File: config.mk
export PLATFORM = sky130hd
export DESIGN_NAME = seq_det_scheduler
export DESIGN_NICKNAME = d
export VERILOG_FILES = /design/src/rtl/seq_det_scheduler_pkg.sv /design/src/rtl/seq_det_scheduler_rr_arbiter.sv /design/src/rtl/seq_det_scheduler.sv
export SDC_FILE = /design/constraint.sdc
export NUM_CORES = 1
export LEC_CHECK = 0
export ABC_CLOCK_PERIOD_IN_PS = 10200
export CAP_MARGIN = 20
export CORE_MARGIN = 3
export CORE_UTILIZATION = 45
export CTS_CLUSTER_DIAMETER = 150
export DETAILED_ROUTE_END_ITERATION = 10
export GPL_TIMING_DRIVEN = 0
export PLACE_DENSITY = 0.81
export SETUP_SLACK_MARGIN = 0.15
export SYNTH_ARGS = -nofsm -noshare
export SYNTH_HDL_FRONTEND = slang
export SYNTH_SLANG_ARGS = --single-unit
File: constraint.sdc
create_clock -name clk -period 10.2 [get_ports clk]
set_input_delay 3.06 -clock clk [delete_from_list [all_inputs] [get_ports clk]]
set_output_delay 3.06 -clock clk [all_outputs]
set_load 0.03 [all_outputs]
File: src/rtl/seq_det_scheduler_pkg.sv
// Shared types and defaults for the time-multiplexed sequence detector.
package seq_det_pkg;

  localparam int DEF_NCH     = 4;
  localparam int DEF_PAT_LEN = 4;
  localparam int DEF_CNT_W   = 8;

  typedef enum logic [1:0] {
    IDLE  = 2'd0,
    FLUSH = 2'd1,
    RUN   = 2'd2
  } state_e;

  // Width of a channel index; never zero, even for a single channel.
  function automatic int ch_idx_w(input int n);
    return (n > 1) ? $clog2(n) : 1;
  endfunction

endpackage

File: src/rtl/seq_det_scheduler_rr_arbiter.sv
// Round-robin arbiter: combinational one-hot grant searched from a rotating pointer.
module rr_arbiter
  import seq_det_pkg::*;
#(
  parameter int N = DEF_NCH
) (
  input  logic         clk,
  input  logic         rst,
  input  logic [N-1:0] req,
  input  logic         advance,
  output logic [N-1:0] grant
);

  localparam int IW = ch_idx_w(N);

  logic [IW-1:0] r_ptr;
  logic [IW-1:0] w_next_ptr;
  logic [IW-1:0] w_idx;
  logic          w_found;
  int            w_k;

  // NOTE: every output of this block is given a default first so no path leaves a latch.
  always_comb begin
    grant      = '0;
    w_next_ptr = r_ptr;
    w_found    = 1'b0;
    w_k        = 0;
    w_idx      = '0;
    for (int i = 0; i < N; i++) begin
      w_k = int'(r_ptr) + i;
      if (w_k >= N) w_k = w_k - N;
      w_idx = IW'(w_k);
      if (!w_found && req[w_idx]) begin
        grant[w_idx] = 1'b1;
        w_found      = 1'b1;
        w_next_ptr   = (w_k == N - 1) ? '0 : IW'(w_k + 1);
      end
    end
  end

  always_ff @(posedge clk) begin
    if (rst)          r_ptr <= '0;
    else if (advance) r_ptr <= w_next_ptr;
  end

endmodule

File: src/rtl/seq_det_scheduler.sv
// One overlapping pattern matcher shared by NCH serial streams via round-robin.
// SEQ_DET_SCHED_STATS_EN adds saturating per-channel hit counters and cnt_clr.
module seq_det_scheduler
  import seq_det_pkg::*;
#(
  parameter int NCH     = DEF_NCH,
  parameter int PAT_LEN = DEF_PAT_LEN,
  parameter int CNT_W   = DEF_CNT_W
) (
  input  logic                   clk,
  input  logic                   rst,
  input  logic [PAT_LEN-1:0]     cfg_pattern,
  input  logic                   cfg_load,
  input  logic [NCH-1:0]         bit_valid,
  input  logic [NCH-1:0]         bit_data,
  output logic [NCH-1:0]         bit_ready,
  output logic                   det_valid,
  output logic [$clog2(NCH)-1:0] det_ch,
  input  logic                   cnt_clr,
  output logic [NCH*CNT_W-1:0]   det_count
);

  localparam int IW = ch_idx_w(NCH);
  localparam int FW = $clog2(PAT_LEN + 1);
  localparam logic [1:0] ST_IDLE  = IDLE;
  localparam logic [1:0] ST_FLUSH = FLUSH;
  localparam logic [1:0] ST_RUN   = RUN;

  logic [1:0]         r_state;
  logic [PAT_LEN-1:0] r_pattern;
  logic [PAT_LEN-2:0] r_hist [NCH];
  logic [FW-1:0]      r_fill [NCH];
  logic               r_det_valid;
  logic [IW-1:0]      r_det_ch;

  logic [NCH-1:0]     w_req;
  logic [NCH-1:0]     w_grant;
  logic               w_xfer;
  logic [IW-1:0]      w_gidx;
  logic [PAT_LEN-1:0] w_shift;
  logic               w_match;

  // A reconfiguration cycle must not move bits under the old pattern.
  assign w_req  = (r_state == ST_RUN && !cfg_load) ? bit_valid : '0;
  assign w_xfer = |w_grant;

  rr_arbiter #(.N(NCH)) u_arb (
    .clk     (clk),
    .rst     (rst),
    .req     (w_req),
    .advance (w_xfer),
    .grant   (w_grant)
  );

  always_comb begin
    w_gidx = '0;
    for (int c = 0; c < NCH; c++) begin
      if (w_grant[c]) w_gidx = IW'(c);
    end
  end

  assign w_shift = {r_hist[w_gidx], bit_data[w_gidx]};
  assign w_match = w_xfer && (w_shift == r_pattern) && (r_fill[w_gidx] >= FW'(PAT_LEN - 1));

  // NOTE: sequential state is written only with <= so every flop samples pre-edge values.
  always_ff @(posedge clk) begin
    if (rst) begin
      r_state   <= ST_IDLE;
      r_pattern <= '0;
    end else begin
      if (cfg_load) r_pattern <= cfg_pattern;
      case (r_state)
        ST_IDLE:  if (cfg_load) r_state <= ST_FLUSH;
        ST_FLUSH: r_state <= ST_RUN;
        ST_RUN:   if (cfg_load) r_state <= ST_FLUSH;
        default:  r_state <= ST_IDLE;
      endcase
    end
  end

  always_ff @(posedge clk) begin
    for (int c = 0; c < NCH; c++) begin
      if (rst || r_state == ST_FLUSH) begin
        r_hist[c] <= '0;
        r_fill[c] <= '0;
      end else if (w_grant[c]) begin
        r_hist[c] <= w_shift[PAT_LEN-2:0];
        if (r_fill[c] != FW'(PAT_LEN)) r_fill[c] <= r_fill[c] + 1'b1;
      end
    end
  end

  always_ff @(posedge clk) begin
    if (rst) begin
      r_det_valid <= 1'b0;
      r_det_ch    <= '0;
    end else begin
      r_det_valid <= w_match;
      if (w_match) r_det_ch <= w_gidx;
    end
  end

  assign bit_ready = w_grant;
  assign det_valid = r_det_valid;
  assign det_ch    = r_det_ch;

`ifdef SEQ_DET_SCHED_STATS_EN
  logic [CNT_W-1:0] r_cnt [NCH];

  // Clear wins over a same-cycle hit.
  always_ff @(posedge clk) begin
    for (int c = 0; c < NCH; c++) begin
      if (rst || cnt_clr) r_cnt[c] <= '0;
      else if (w_match && w_gidx == IW'(c) && r_cnt[c] != '1) r_cnt[c] <= r_cnt[c] + 1'b1;
    end
  end

  for (genvar g = 0; g < NCH; g++) begin : g_cnt
    assign det_count[g*CNT_W +: CNT_W] = r_cnt[g];
  end
`else
  logic w_unused;
  assign w_unused  = cnt_clr;
  assign det_count = '0;
`endif

endmodule

; ---- After elaboration in Yosys (flattened, before gate mapping)
; Memories as Yosys holds them, arrays and structs flattened.
; Index checks and enable logic that the tools add are counted.
[totals]
regBits = 11
latchBits = 0
mem_bits_rw = 24
romBits = 0
input_bits = 16
output_inout_bits = 39
word_cells = 160
n_memories = 2
[memory_table]
columns = memory, depth, width, read_ports, rd_clocked_by_memory_dff, write_ports, line
row1 = r_fill, 4, 3, 5, 0, 4, seq_det_scheduler.sv:32  ; logic [FW-1:0] r_fill [NCH];
row2 = r_hist, 4, 3, 1, 0, 4, seq_det_scheduler.sv:31  ; logic [PAT_LEN-2:0] r_hist [NCH];
[classes]
add_sub_neg = 15
multipliers = 0
div = 0
magnitude_cmp = 14
eq_ne = 12
n_shift = 0
mux = 81
bitwise_logic = 11
reduce_logical = 20
[ops]
columns = operator, count
row1 = $eq 32x3->1 const B, 4
row2 = $mux 32, 4
row3 = $ge 32x4->1 const B, 3
row4 = $sub 32x4->32 const B, 3
row5 = $mux 1, 43
row6 = $mux 3, 8
row7 = $mux 2, 11
row8 = $mux 4, 5
row9 = $lt 2x3->1 const B, 5
row10 = $add 3x1->3 const B, 4
row11 = $ne 3x3->1 const B, 4
row12 = $or 4x4->4, 3
row13 = $bmux 1 s2, 5
row14 = $logic_and 1x1->1, 10
row15 = $add 2x2->2 const B, 4
row16 = $demux 1 s2, 4
row17 = $ge 2x1->1 const B, 4
row18 = $or 1x1->1, 8
row19 = $add 2x2->3 const B, 2
row20 = $eq 4x4->1, 1
row21 = $logic_not 1->1, 4
row22 = $pmux 2 s2, 1
row23 = $reduce_bool 4->1, 1
row24 = $reduce_or 4->1, 1
row25 = other kinds (11), 11

; ---- Logic depth before layout (Yosys ltp)
; Gate-level depths: netlist of the first run.
[logic_depth]
ltp_word = 23
depth_mapped = 15
ltp_nobuf = 12

; ---- By module
; From an unflattened synthesis of the first run, not the netlist that was laid out.
[hier_totals]
cells_unflattened = 293
area_unflattened_um2 = 2776.4
[modules_own_cells]
columns = module, instances, cells_per_inst, area_per_inst_um2, seq_area_each_um2
row1 = seq_det_scheduler, 1, 209, 2068.2, 900.9
row2 = rr_arbiter, 1, 84, 708.2, 40.0

; ---- Least setup slack after synthesis of the first run
; Ideal clock, no wire load.
[synth_path]
kind = input-to-output
from = input port bit_valid[0]
to = output port bit_ready[3]
arrival_ps = 4574
t_required_ps = 7140
slack_ps = 2566
stages = 6
n_path_buf = 1
cell_sequence = or3b_1 a2111o_1 a21oi_2 nor3_4 inv_1 buf_2
[synth_via]
elab_chain_cells = 13
elab_cells_between_ends = 25
classes_between = 16 x mux / 3 x bitwise / 6 x reduce/logical
[synth_rtl]
columns = element, line
row1 = "start, declared", seq_det_scheduler.sv:14  ; input logic [NCH-1:0] bit_valid,
row2 = $mux 4 *, seq_det_scheduler.sv:44  ; assign w_req = (r_state == ST_RUN && !cfg_load) ? bit_valid : '0;
row3 = $bmux 1 s2, seq_det_scheduler_rr_arbiter.sv:33  ; if (!w_found && req[w_idx]) begin
row4 = $mux 1 (implied by the code), seq_det_scheduler_rr_arbiter.sv:33
row5 = $mux 1, seq_det_scheduler_rr_arbiter.sv:33
row6 = $logic_not 1->1, seq_det_scheduler_rr_arbiter.sv:33
row7 = $logic_and 1x1->1, seq_det_scheduler_rr_arbiter.sv:33
row8 = $mux 1, seq_det_scheduler_rr_arbiter.sv:33
row9 = $logic_not 1->1, seq_det_scheduler_rr_arbiter.sv:33
row10 = $logic_and 1x1->1, seq_det_scheduler_rr_arbiter.sv:33
row11 = $mux 1, seq_det_scheduler_rr_arbiter.sv:33
row12 = $logic_not 1->1, seq_det_scheduler_rr_arbiter.sv:33
row13 = $logic_and 1x1->1, seq_det_scheduler_rr_arbiter.sv:33
row14 = $mux 4 *, seq_det_scheduler_rr_arbiter.sv:33
row15 = "end, declared", seq_det_scheduler.sv:16  ; output logic [NCH-1:0] bit_ready,
; Every way passes the cells marked *; elsewhere a longest branch is shown, timed or not. The select of a mux whose other input is x is not followed.

; ---- Worst setup path in the final report of the first run
[layout_path]
from = input port bit_valid[2]
to = output port bit_ready[3]
; Same word-level chain as after synthesis.

==> run summary, run 1 <==
The run finished with clean final reports. The clock transition at the registers of the reported paths came out at 0.06 ns. The number of cells produced by synthesis came out at 287. By count the netlist is led by 32 x sky130_fd_sc_hd__buf_4, 24 x sky130_fd_sc_hd__a21oi_1, 24 x sky130_fd_sc_hd__edfxtp_1. The starting density of the core came out at 0.4808.

The number of clock buffers inserted by TritonCTS came out at 5. Once placement finished, the instance area stood at 3152 um^2. Of the available clock period, the critical path in the final layout requires 0.8836. The slowest stage of the critical path belongs to the cell sky130_fd_sc_hd__clkdlybuf4s50_1.

The remaining antenna violation count is 0. The global-route usage over all layers is 0.1615. The worst setup path is captured at a primary output. The worst setup path is launched from a primary input. The mean number of vias per cell is 5.249.

The horizontal die dimension is 84.11 um. The number of global-route vias before repair came out at 1935. Entering global routing, the biggest net connects 11 pins. The first element of the critical path is bit_valid[2]. The maximum fanout along the worst path came out at 10. For the worst setup path, the data required time is 7.14 ns. The source of the worst hold timing path is r_state[0].

The endpoint arrival time on the critical path is 5.95 ns. The number of optimization iterations in the first detailed-route pass is 5. The post-cts sizing count is 0. The final RePlAce weighted congestion came out at 0.8686. The number of setup buffers added after CTS is 0. The buffer depth of the longest clock path is 2.

The post-route non-filler standard cell count came out at 418. Of the total power, the clock network draws 0.289. The reg-to-reg setup timing slack came out at 6.02 ns. The signal on the critical path passes through clkdlybuf4s50_1, or3b_1, a2111o_1, a21oi_2, nor3_4, inv_1, buf_2, clkdlybuf4s50_1. During synthesis, Yosys emitted a total of 0 warnings. The later pin in the worst-skew pair is clocked with a latency of 0.29 ns. The power density of the placed cells came out at 102.3 nW/um^2. The number of inserted diodes is 0.

The power share of the combinational group came out at 0.214. The setup TNS after final layout is 0 ns. The boundary pin count came out at 55. The detailed-placement wirelength estimate came out at 4.390 mm. The count of input and output buffers is 20.

Counting I/O delays and the setup requirement, the final critical path takes 9.013 ns. The peak supply drop came out at 0.05445 mV. Once placement completed, the tool counted placed cells totaling 410. The worst min-delay path category is register to register. The dominant cell by count in the synthesized netlist is sky130_fd_sc_hd__buf_4.

The number of enable flip-flop cells after synthesis came out at 24. The core occupancy in the finished layout came out at 0.5663. Of the total power, the share spent switching nets is 0.2889. The die outline height came out at 84.11 um.

The largest total area in the synthesized netlist belongs to sky130_fd_sc_hd__edfxtp_1. The site row count is 27. The first-pass GRT wire length came out at 9.321 mm.

For this run, the leading register cell type out of synthesis is sky130_fd_sc_hd__edfxtp_1. The critical path is of the primary input to primary output type. The net switching power came out at 95.57 uW. In this design, the stage delay of the slowest critical-path cell is 0.69 ns. The internal portion of total power is 235.3 uW. The TritonCTS sink count is 35.

The final count of hold timing violations came out at 0. The synthesized area divided by synthesized cell count came out at 9.565 um^2. The number of buffers added to fix hold violations after cts came out at 0. Among the stages of the critical path, the cell type that occurs most often is sky130_fd_sc_hd__clkdlybuf4s50_1. The highest clock frequency the design can meet is 111.0 MHz. For hold timing, the worst endpoint is r_state[0]. For this run, the post-layout net count is 376. The area added between synthesis and finish came out at 17.78%. Setup repair after global routing left no endpoint under its margin. The detailed-route DRC error count is 0.

The clock tree root driver cell is sky130_fd_sc_hd__clkbuf_8. The total via count in the routed design is 2194. TritonCTS built the clock tree. Of the total power, registers draw 0.496. The leakage power figure is 0.001324 uW. For the final database, setup skew stands at 0.007460 ns. The count of final setup violators is 0.

The area of the core region is 5709 um^2. The proportion of register bits with asynchronous set or reset after synthesis came out at 0. The register area share after synthesis is 0.3428.

The wire length after detailed routing came out at 5.614 mm. The count of cells along the worst hold path came out at 1. The count of unique library cells instantiated by Yosys came out at 61.

The number of storage elements in the synthesis netlist came out at 35. Ranked by total cell area, the synthesized netlist is headed by sky130_fd_sc_hd__edfxtp_1 26%, sky130_fd_sc_hd__buf_4 8.8%, sky130_fd_sc_hd__dfxtp_1 8.0%, sky130_fd_sc_hd__ha_1 6.8%, sky130_fd_sc_hd__a21oi_1 4.4%. The combined area of all synthesized cells is 2745 um^2.

The total die area is 7074 um^2. The number of H-tree branching levels is 2. The final global-route overflow total is 0.

The capturing point of the worst reg2reg path is det_ch[0]. The proportion of layout cells with a drive suffix above 1 came out at 0.1850. In this run the critical register-to-register path is launched from u_arb.r_ptr[0]. The number of antenna violations at the first check in global routing is 0. For the pin with the worst max-slew slack, the measured transition is 0.6003 ns. The detailed router finished its first iteration with 232 violations.

The relative slew slack is 0.5990. Max-cap violations in this run came to 0. The number of max-slew violations in the final report is 0.

The average wire length per cell after detail routing is 13.43 um. The area fraction of the dominant cell type after synthesis came out at 0.2625. The overall power after layout came out at 330.9 uW. The area of all placed cells without fillers is 3233 um^2.

The worst register-to-register path has a depth of 14.
-- state kept, by name, indices dropped and copies added, names as in the netlist --
register and count:
r_pattern 4, u_arb.r_ptr 2, r_fill 12, r_state 2
det_valid 1, det_ch 2, r_hist 12
-- kinds of logic after synthesis --
kind of cell             after synthesis  share of synthesized area
other                                  1                   0.001366
adder cells (fa/ha/maj)               15                    0.06837
XOR/XNOR                               1                   0.003191
flip-flops                            35                     0.3428
multiplexers                          15                    0.06518
buffers and inverters                 61                     0.1376
AO/OA/AOI/OAI                         63                     0.1746
AND/OR/NAND/NOR                       96                     0.2069
-- final cells by class --
cell class | instances | area [um^2]
sequential | 35 | 940.9
tap | 72 | 90.09
multi-input combinational | 222 | 1543
fill | 521 | 2476
buffer | 41 | 300.3
timing repair buffer | 20 | 200.2
clock buffer | 7 | 76.32
clock inverter | 1 | 5.005
inverter | 20 | 77.57
-- critical path, delay by kind of cell --
kind	cells	cell delay (ns)
and+or+nand+nor	2	0.45
buffers and inverters	4	1.61
AOI/OAI and AO/OA	2	0.81
-- power by group through the flow --
stage	clock network, uW	logic (uW)	registers, uW
6_report	95.7	71.0	164
5_1_grt	102	77.4	165
4_1_cts	97.6	70.2	164
3_5_place_dp	0	69.9	167
3_3_place_gp	0	68.9	167
2_1_floorplan	0	56.0	166
-- worst max-delay path by stage --
stage | to | depth (start not counted)
after floorplan | bit_ready[3] | 6
after global placement | bit_ready[3] | 8
after detailed placement | bit_ready[3] | 8
after CTS | bit_ready[3] | 8
after global routing | bit_ready[3] | 8
final | bit_ready[3] | 8
-- routing by layer --
metal / global-route usage / vias up / wire length (um)
met5: 0 / - / 0
li1: - / 1095 / -
met1: 0.2309 / 1017 / 2567
met4: 0.06140 / 0 / 82
met2: 0.2389 / 73 / 2551
met3: 0.03356 / 9 / 413
-- metrics by stage --
step	hold WS [ns]	setup slack (ns)
after floorplan	0.4656	2.566
after global placement	0.4847	1.236
after detailed placement	0.5014	1.197
after CTS	0.5112	1.195
after global routing	0.5337	1.053
final	0.5107	1.188
-- cells in the final DEF, fill, tap and decap left out, types with 7 or more instances in the layout --
cell / instances
sky130_fd_sc_hd__conb_1: 32
sky130_fd_sc_hd__a21oi_1: 24
sky130_fd_sc_hd__clkdlybuf4s50_1: 20
sky130_fd_sc_hd__dfxtp_1: 11
sky130_fd_sc_hd__nor3b_1: 7
sky130_fd_sc_hd__nor2_1: 22
sky130_fd_sc_hd__nand2_1: 23
sky130_fd_sc_hd__buf_4: 32
sky130_fd_sc_hd__edfxtp_1: 24
sky130_fd_sc_hd__inv_1: 18
sky130_fd_sc_hd__mux2i_1: 10
sky130_fd_sc_hd__ha_1: 15
(Power assumes the default switching activity.)
==> run 2, diff against run 1 <==
--- a/config.mk
+++ b/config.mk
@@ -9,7 +9,6 @@
 export CAP_MARGIN = 20
 export CORE_MARGIN = 3
 export CORE_UTILIZATION = 45
-export CTS_CLUSTER_DIAMETER = 150
 export DETAILED_ROUTE_END_ITERATION = 10
 export GPL_TIMING_DRIVEN = 0
 export PLACE_DENSITY = 0.81
==> results of run 2 <==
Same layout as run 1: the final DEF is identical, and so are final timing and power.
